$ cat src/rtl/ebi_arb_pkg.sv
// Shared types and constants for the two-master EBI arbiter:
// FSM state encoding and master index constants.
package ebi_arb_pkg;

    typedef enum logic [1:0] {
        ST_IDLE   = 2'd0,
        ST_STROBE = 2'd1,
        ST_DONE   = 2'd2
    } state_t;

    localparam int unsigned N_MASTERS = 2;
    localparam int unsigned M0        = 0;
    localparam int unsigned M1        = 1;

    // Counter preload so that the strobe lasts exactly wait_cycles clocks.
    function automatic logic [3:0] strobe_reload(input int unsigned wait_cycles);
        return 4'(wait_cycles - 1);
    endfunction

endpackage

$ cat src/rtl/ebi_arbiter_if.sv
// Bundle of the two master request/response ports and the shared EBI pins.
// slave = arbiter side, master = request/pin-driver side.
interface ebi_arbiter_if #(
    parameter int ADDR_W = 16,
    parameter int DATA_W = 16
) ();
    logic              m0_req,   m1_req;
    logic              m0_we,    m1_we;
    logic [ADDR_W-1:0] m0_addr,  m1_addr;
    logic [DATA_W-1:0] m0_wdata, m1_wdata;
    logic              m0_lock,  m1_lock;
    logic              m0_ack,   m1_ack;
    logic [DATA_W-1:0] m0_rdata, m1_rdata;
    logic              ebi_cs;
    logic              ebi_rden;
    logic              ebi_wren;
    logic [ADDR_W-1:0] ebi_addr;
    logic [DATA_W-1:0] ebi_dout;
    logic [DATA_W-1:0] ebi_din;

    modport slave (
        input  m0_req, m1_req, m0_we, m1_we, m0_addr, m1_addr,
               m0_wdata, m1_wdata, m0_lock, m1_lock, ebi_din,
        output m0_ack, m1_ack, m0_rdata, m1_rdata,
               ebi_cs, ebi_rden, ebi_wren, ebi_addr, ebi_dout
    );

    modport master (
        output m0_req, m1_req, m0_we, m1_we, m0_addr, m1_addr,
               m0_wdata, m1_wdata, m0_lock, m1_lock, ebi_din,
        input  m0_ack, m1_ack, m0_rdata, m1_rdata,
               ebi_cs, ebi_rden, ebi_wren, ebi_addr, ebi_dout
    );
endinterface

$ cat src/rtl/ebi_arb_rr.sv
// Two-way winner selection: a held lock wins first, otherwise round-robin
// between simultaneous requests using the priority pointer.
module ebi_arb_rr
    import ebi_arb_pkg::*;
(
    input  logic [N_MASTERS-1:0] req,
    input  logic                 rr_ptr,   // 0: m0 has priority, 1: m1 has priority
    input  logic [N_MASTERS-1:0] lock,     // one-hot lock claim from the previous owner
    output logic [N_MASTERS-1:0] grant
);
    logic [N_MASTERS-1:0] locked;

    always_comb begin
        grant  = '0;
        locked = req & lock;
        if (locked != '0) begin
            grant = locked;
        end else if (req == 2'b11) begin
            grant = rr_ptr ? 2'b10 : 2'b01;
        end else begin
            grant = req;
        end
    end
endmodule

$ cat src/rtl/ebi_arbiter.sv
// Two-master external bus interface arbiter: IDLE -> STROBE -> DONE.
// Optional feature: define EBI_ARB_LOCK_EN to let a locked owner keep the grant.
module ebi_arbiter
    import ebi_arb_pkg::*;
#(
    parameter int ADDR_W      = 16,
    parameter int DATA_W      = 16,
    parameter int WAIT_CYCLES = 2
) (
    input  logic          clk,
    input  logic          rst_n,
    ebi_arbiter_if.slave  bus
);
    localparam logic [3:0] CNT_RELOAD = strobe_reload(WAIT_CYCLES);

    state_t               state_reg, state_next;
    logic [3:0]           cnt_reg;
    logic                 win_reg;      // 0 = m0 owns the access, 1 = m1
    logic                 we_reg;
    logic                 rr_ptr_reg;
    logic [ADDR_W-1:0]    addr_reg;
    logic [DATA_W-1:0]    dout_reg;
    logic [DATA_W-1:0]    rdata_reg [N_MASTERS];

    logic [N_MASTERS-1:0] req_vec;
    logic [N_MASTERS-1:0] lock_claim;
    logic [N_MASTERS-1:0] grant;
    logic [N_MASTERS-1:0] win_onehot;
    logic [N_MASTERS-1:0] ack_vec;
    logic                 last_strobe;

    assign req_vec     = {bus.m1_req, bus.m0_req};
    assign win_onehot  = {win_reg, ~win_reg};
    assign last_strobe = (state_reg == ST_STROBE) && (cnt_reg == 4'd0);

`ifdef EBI_ARB_LOCK_EN
    logic [N_MASTERS-1:0] lock_hold_reg;

    // Captured at DONE from the finishing owner's lock; applied at the next IDLE.
    always_ff @(posedge clk or negedge rst_n) begin
        if (!rst_n) begin
            lock_hold_reg <= '0;
        end else if (state_reg == ST_DONE) begin
            lock_hold_reg <= win_onehot & {bus.m1_lock, bus.m0_lock};
        end
    end

    assign lock_claim = lock_hold_reg;
`else
    assign lock_claim = '0;
`endif

    ebi_arb_rr u_rr (
        .req    (req_vec),
        .rr_ptr (rr_ptr_reg),
        .lock   (lock_claim),
        .grant  (grant)
    );

    // State register
    always_ff @(posedge clk or negedge rst_n) begin
        if (!rst_n) begin
            state_reg <= ST_IDLE;
        end else begin
            state_reg <= state_next;
        end
    end

    // Next-state logic
    always_comb begin
        state_next = state_reg;
        case (state_reg)
            ST_IDLE:   if (req_vec != '0) state_next = ST_STROBE;
            ST_STROBE: if (cnt_reg == 4'd0) state_next = ST_DONE;
            ST_DONE:   state_next = ST_IDLE;
            default:   state_next = ST_IDLE;
        endcase
    end

    // Output logic: strobes and acks decode straight from the state so reset drops them at once
    always_comb begin
        bus.ebi_cs   = 1'b0;
        bus.ebi_rden = 1'b0;
        bus.ebi_wren = 1'b0;
        ack_vec      = '0;
        case (state_reg)
            ST_STROBE: begin
                bus.ebi_cs   = 1'b1;
                bus.ebi_wren = we_reg;
                bus.ebi_rden = ~we_reg;
            end
            ST_DONE:   ack_vec = win_onehot;
            default:   ;
        endcase
    end

    // Access capture, strobe counter and round-robin pointer
    always_ff @(posedge clk or negedge rst_n) begin
        if (!rst_n) begin
            cnt_reg    <= 4'd0;
            win_reg    <= 1'b0;
            we_reg     <= 1'b0;
            rr_ptr_reg <= 1'b0;
            addr_reg   <= '0;
            dout_reg   <= '0;
        end else begin
            case (state_reg)
                ST_IDLE: begin
                    if (req_vec != '0) begin
                        win_reg    <= grant[M1];
                        we_reg     <= grant[M1] ? bus.m1_we    : bus.m0_we;
                        addr_reg   <= grant[M1] ? bus.m1_addr  : bus.m0_addr;
                        dout_reg   <= grant[M1] ? bus.m1_wdata : bus.m0_wdata;
                        cnt_reg    <= CNT_RELOAD;
                        rr_ptr_reg <= ~grant[M1];
                    end
                end
                ST_STROBE: begin
                    if (cnt_reg != 4'd0) begin
                        cnt_reg <= cnt_reg - 4'd1;
                    end
                end
                default: ;
            endcase
        end
    end

    // Per-master read data, loaded on the final strobe cycle of that master's read
    for (genvar gi = 0; gi < N_MASTERS; gi++) begin : g_rdata
        always_ff @(posedge clk or negedge rst_n) begin
            if (!rst_n) begin
                rdata_reg[gi] <= '0;
            end else if (last_strobe && !we_reg && win_onehot[gi]) begin
                rdata_reg[gi] <= bus.ebi_din;
            end
        end
    end

    assign bus.ebi_addr = addr_reg;
    assign bus.ebi_dout = dout_reg;
    assign bus.m0_ack   = ack_vec[M0];
    assign bus.m1_ack   = ack_vec[M1];
    assign bus.m0_rdata = rdata_reg[M0];
    assign bus.m1_rdata = rdata_reg[M1];

endmodule

$ cat src/flat_wrapper.sv
// flat-port wrapper written by rule: the top's interface ports become plain ports
module ebi_arbiter_flat import ebi_arb_pkg::*;
#(
    parameter int ADDR_W      = 16,
    parameter int DATA_W      = 16,
    parameter int WAIT_CYCLES = 2
)
  (clk, rst_n, bus_m0_req, bus_m1_req, bus_m0_we, bus_m1_we, bus_m0_addr, bus_m1_addr, bus_m0_wdata, bus_m1_wdata, bus_m0_lock, bus_m1_lock, bus_ebi_din, bus_m0_ack, bus_m1_ack, bus_m0_rdata, bus_m1_rdata, bus_ebi_cs, bus_ebi_rden, bus_ebi_wren, bus_ebi_addr, bus_ebi_dout);
  ebi_arbiter_if #(.ADDR_W(ADDR_W), .DATA_W(DATA_W)) bus_i ();
  input  logic clk;
  input  logic rst_n;
  input wire logic [$bits(bus_i.m0_req)-1:0] bus_m0_req;
  input wire logic [$bits(bus_i.m1_req)-1:0] bus_m1_req;
  input wire logic [$bits(bus_i.m0_we)-1:0] bus_m0_we;
  input wire logic [$bits(bus_i.m1_we)-1:0] bus_m1_we;
  input wire logic [$bits(bus_i.m0_addr)-1:0] bus_m0_addr;
  input wire logic [$bits(bus_i.m1_addr)-1:0] bus_m1_addr;
  input wire logic [$bits(bus_i.m0_wdata)-1:0] bus_m0_wdata;
  input wire logic [$bits(bus_i.m1_wdata)-1:0] bus_m1_wdata;
  input wire logic [$bits(bus_i.m0_lock)-1:0] bus_m0_lock;
  input wire logic [$bits(bus_i.m1_lock)-1:0] bus_m1_lock;
  input wire logic [$bits(bus_i.ebi_din)-1:0] bus_ebi_din;
  output wire logic [$bits(bus_i.m0_ack)-1:0] bus_m0_ack;
  output wire logic [$bits(bus_i.m1_ack)-1:0] bus_m1_ack;
  output wire logic [$bits(bus_i.m0_rdata)-1:0] bus_m0_rdata;
  output wire logic [$bits(bus_i.m1_rdata)-1:0] bus_m1_rdata;
  output wire logic [$bits(bus_i.ebi_cs)-1:0] bus_ebi_cs;
  output wire logic [$bits(bus_i.ebi_rden)-1:0] bus_ebi_rden;
  output wire logic [$bits(bus_i.ebi_wren)-1:0] bus_ebi_wren;
  output wire logic [$bits(bus_i.ebi_addr)-1:0] bus_ebi_addr;
  output wire logic [$bits(bus_i.ebi_dout)-1:0] bus_ebi_dout;
  assign bus_i.m0_req = bus_m0_req;
  assign bus_i.m1_req = bus_m1_req;
  assign bus_i.m0_we = bus_m0_we;
  assign bus_i.m1_we = bus_m1_we;
  assign bus_i.m0_addr = bus_m0_addr;
  assign bus_i.m1_addr = bus_m1_addr;
  assign bus_i.m0_wdata = bus_m0_wdata;
  assign bus_i.m1_wdata = bus_m1_wdata;
  assign bus_i.m0_lock = bus_m0_lock;
  assign bus_i.m1_lock = bus_m1_lock;
  assign bus_i.ebi_din = bus_ebi_din;
  assign bus_m0_ack = bus_i.m0_ack;
  assign bus_m1_ack = bus_i.m1_ack;
  assign bus_m0_rdata = bus_i.m0_rdata;
  assign bus_m1_rdata = bus_i.m1_rdata;
  assign bus_ebi_cs = bus_i.ebi_cs;
  assign bus_ebi_rden = bus_i.ebi_rden;
  assign bus_ebi_wren = bus_i.ebi_wren;
  assign bus_ebi_addr = bus_i.ebi_addr;
  assign bus_ebi_dout = bus_i.ebi_dout;
  ebi_arbiter #(.ADDR_W(ADDR_W), .DATA_W(DATA_W), .WAIT_CYCLES(WAIT_CYCLES)) u_core (.clk(clk), .rst_n(rst_n), .bus(bus_i));
endmodule
$ cat config.mk
export PLATFORM = sky130hd
export DESIGN_NAME = ebi_arbiter_flat
export DESIGN_NICKNAME = d
export VERILOG_FILES = /design/src/rtl/ebi_arb_pkg.sv /design/src/rtl/ebi_arbiter_if.sv /design/src/rtl/ebi_arb_rr.sv /design/src/rtl/ebi_arbiter.sv /design/src/flat_wrapper.sv
export SDC_FILE = /design/constraint.sdc
export NUM_CORES = 1
export LEC_CHECK = 0
export ABC_AREA = 1
export BUFFER_PORTS_ARGS = -buffer_cell sky130_fd_sc_hd__buf_2
export CELL_PAD_IN_SITES_DETAIL_PLACEMENT = 2
export CELL_PAD_IN_SITES_GLOBAL_PLACEMENT = 2
export CORE_MARGIN = 5
export CORE_UTILIZATION = 25
export DETAILED_ROUTE_END_ITERATION = 10
export PLACE_DENSITY_LB_ADDON = 0.1
export SETUP_SLACK_MARGIN = 0.2
export SYNTH_ARGS = -nofsm -noshare
export SYNTH_HDL_FRONTEND = slang
export SYNTH_SLANG_ARGS = --single-unit
export TNS_END_PERCENT = 100
$ cat constraint.sdc
create_clock -name clk -period 1.75 [get_ports clk]
set_input_delay 0.0875 -clock clk [delete_from_list [all_inputs] [get_ports clk]]
set_output_delay 0.0875 -clock clk [all_outputs]
set_load 0.05 [all_outputs]
==> summary.md <==
| Metric | Value |
|---|---|
| Run status | `finished, final reports clean` |
| Row count | `41` |
| IO Count | `157` |
| Worst slew margin | `73.6%` |
| LEAKAGE | `2.74 nW` |
| CTS clk-pin slew, worst paths | `0.06 ns` |
| Sequential share of power | `26.6%` |
| Worst r2r src | `u_core.cnt_reg[0]$_DFFE_PN0P_` |
| Global-route wire length before repair | `20400 um` |
| Synth Cell Area | `0.00314 sq mm` |
| CP delay by family, top | `simple AND/OR/NAND/NOR gates` |
| CP max stage delay | `0.39 ns` |
| CTS root buf | `clkbuf_16` |
| Power, Total | `11.4 mW` |
| Multi-input logic area | `0.00121 sq mm` |
| Placed Instances | `684` |
| Worst setup path startpoint | `u_core.cnt_reg[0]$_DFFE_PN0P_` |
| I/O Buffers | `154` |
| Worst skew pair latency | `0.34 ns` |
| Total grt overflow | `0` |
| Period utilization | `84.3%` |
| Yosys cell types | `23` |
| Largest net degree at the start of global routing | `35` |
| Core area | `0.0125 sq mm` |
| # DRC | `0` |
| Setup crit start kind | `register` |
| CP max FO | `8` |
| Worst path slowest cell | `dfrtp_1` |
| Die X | `122 um` |
| Avg Inst Size Synth | `8.55 sq um` |
| R2R setup slack | `0.27 ns` |
| # diodes | `0` |
| Tmin final | `1.48 ns` |
| Starting Density | `25.2%` |
| Worst hold path type | `in -> reg` |
| Critical path depth | `8` |
| H-tree depth | `3` |
| Placer Congestion | `0.705` |
| Die area | `0.0149 sq mm` |
| Initial antenna violation count | `1` |
| Layout area overhead | `65.8%` |
| Worst path bufs/invs | `2` |
| Clock share of power | `17.0%` |
| Hold Vio Cnt, Final | `0` |
| Worst slew pin tran | `0.395 ns` |
| Worst Setup End Kind | `register` |
| Clock buffer count from CTS | `9` |
| 1st-pass router iterations | `4` |
| Worst VDD drop | `0.661 mV` |
| Seq. cell area | `0.00183 sq mm` |
| Unrepaired setup endpoints after global routing | `no` |
| Final setup viols | `0` |
| R2r worst-path depth | `8` |
| CP arrival | `1.70 ns` |
| Die H | `122 um` |
| Seq/Total Area, Yosys | `58.2%` |
| Comb pwr share | `56.4%` |
| Final cell count without fillers | `770` |
| Max Cap Viol | `0` |
| GRT Total Usage | `18.0%` |
| Crit-path cells | `inv_2, ha_2, nand2_4, nor2_8, buf_12, nand2_8, nand2_1, nand2_1` |
| FF+latch count, synth | `73` |
| Clk_skew | `0.00545 ns` |
| DRT iter0 DRCs | `154` |
| Cells after Synth | `367` |
| Wirelength per Cell | `17.2 um` |
| Crit path kind | `reg -> reg` |
| HPWL Detailed | `8350 um` |
| Syn nets | `456` |
| Reg-to-Reg End | `u_core.bus.m1_rdata[5]$_DFFE_PN0P_` |
| CTS tree | `yes` |
| Vias | `3469` |
| PwrDens | `2190 mW/mm^2` |
| Switch Pwr | `6.08 mW` |
| Fillers | `1404` |
| Max Clk Rate | `677 MHz` |
| Most used cell, CP | `nand2_1` |
| YS warnings | `0` |
| Layout cell share with drive strength beyond 1 | `33.3%` |
| DRT Wirelength | `13300 um` |
| Average vias per placed instance | `4.51` |
| Clock Path Buffers | `2` |
| Nets | `682` |
| Critical Path RT | `1.97 ns` |
| Sw Ratio | `53.3%` |
| Int Pwr | `5.31 mW` |
| Vias in the first global route | `3967` |
| Clock Sinks | `73` |
| Setup TNS | `0 ns` |
| Max-slew violation count | `0` |
| Worst Setup EP | `u_core.bus.m1_rdata[5]$_DFFE_PN0P_` |
| Antenna Nets Post-Route | `0` |
-- worst min-delay path, cell delays in order --
cell,delay (ns)
buf_2,0.09
nand2_1,0.06
nand3_1,0.08
-- layer usage --
metal	wire (um)	vias up	track usage (%)	share of wire, %
met5	20	-	0	0.15
met4	283	2	7.49	2.1
met3	846	24	5.29	6.4
met2	6960	112	31.9	52
met1	5170	1717	20.0	39
li1	-	1614	-	-
-- power by group through the flow --
stage / clock (mW) / combinational [mW] / sequential (mW)
2_1_floorplan: 0 / 1.94 / 5.53
3_5_place_dp: 0 / 6.18 / 3.01
4_1_cts: 1.98 / 6.33 / 3.01
5_1_grt: 2.06 / 6.88 / 3.13
6_report: 1.94 / 6.42 / 3.03
3_3_place_gp: 0 / 6.03 / 2.98
-- per-stage QoR --
stage / setup slack [ns] / area [sq um] / hold slack (ns) / utilization (%)
3_3_place_gp: 0.202 / 4140 / -0.00919 / 33.2
4_1_cts: 0.201 / 5130 / 0.00209 / 41.1
3_5_place_dp: 0.138 / 4140 / -0.00756 / 33.2
6_report: 0.274 / 5200 / 0.00305 / 41.7
2_1_floorplan: 0.124 / 3150 / -0.208 / -
5_1_grt: 0.188 / 5200 / 0.0181 / 41.7
-- cell usage in the layout (no fill, tap or decap) --
| cell | count |
|---|---|
| buf_2 | 151 |
| nor3_2 | 2 |
| bufinv_16 | 1 |
| nand4_1 | 1 |
| o21ai_4 | 1 |
| xor2_1 | 1 |
| o21ai_0 | 4 |
| buf_12 | 5 |
| dfrtp_1 | 72 |
| inv_1 | 5 |
| nor2_1 | 8 |
| nand2_4 | 5 |
| clkbuf_1 | 2 |
| nor2_2 | 3 |
| nand3_1 | 67 |
| inv_2 | 3 |
| ha_2 | 1 |
| clkbuf_4 | 1 |
| nand2_8 | 1 |
| dlygate4sd3_1 | 67 |
| nand2_1 | 170 |
| a21oi_1 | 2 |
| clkinv_2 | 3 |
| clkbuf_16 | 9 |
| clkbuf_8 | 3 |
| dfrtp_2 | 1 |
| buf_4 | 8 |
| nor2_8 | 1 |
-- worst min path at each step --
stage                         startpoint                             endpoint  slack [ns]  cells after the start
after floorplan                    rst_n   u_core.bus.ebi_addr[0]$_DFFE_PN0P_       -0.21                      0
after CTS                 bus_m1_addr[9]   u_core.bus.ebi_addr[9]$_DFFE_PN0P_       0.002                      3
after global placement             rst_n  u_core.bus.m0_rdata[12]$_DFFE_PN0P_      -0.009                      1
after detailed placement           rst_n  u_core.bus.m0_rdata[13]$_DFFE_PN0P_      -0.008                      1
final                     bus_m1_addr[9]   u_core.bus.ebi_addr[9]$_DFFE_PN0P_       0.003                      3
after global routing      bus_ebi_din[9]   u_core.bus.m1_rdata[9]$_DFFE_PN0P_        0.02                      3
-- synth_stat cells --
master / n / area, sq um
dfrtp_1: 73 / 1830
nand2_1: 171 / 642
o21ai_0: 4 / 20.0
clkbuf_1: 1 / 3.75
nand2_2: 1 / 6.26
buf_4: 4 / 30.0
nor2_2: 2 / 12.5
nor2_1: 9 / 33.8
inv_2: 1 / 3.75
o21ai_2: 1 / 8.76
buf_6: 2 / 22.5
inv_1: 7 / 26.3
a21oi_1: 2 / 10.0
nor2_8: 1 / 20.0
clkinv_2: 1 / 5.00
nand4_1: 1 / 6.26
nand3_1: 67 / 335
xor2_1: 1 / 8.76
buf_2: 11 / 55.1
nand2_4: 3 / 33.8
nor3_1: 2 / 10.0
ha_1: 1 / 12.5
clkinv_1: 1 / 3.75
-- cell type report --
type,instances,area share [%]
Tap cell,172,4.14
Clock inverter,2,0.674
Sequential cell,73,35.1
Timing Repair Buffer,232,30.6
Clock buffer,14,5.27
Multi-Input combinational cell,267,23.4
Inverter,10,0.770
-- cell families after synthesis --
kind of cell               count (synthesis)  share of synthesized area [%]
AOI/OAI and AO/OA                          7                           1.24
DFF                                       73                           58.2
adders and majority gates                  1                          0.399
buffers and inverters                     28                           4.79
xor gates and xnor gates                   1                          0.279
and+or+nand+nor                          257                           35.1
-- repair_timing --
item | in CTS | in global routing
setup buffers | 1 | 1
hold buffers | 67 | 0
endpoints found under the setup margin | 20 | 44
gates resized for setup | 2 | 14
pin swaps | 1 | 1
endpoints found under the hold margin | 85 | 0
gates cloned | 0 | 1
(Power assumes the default switching activity.)
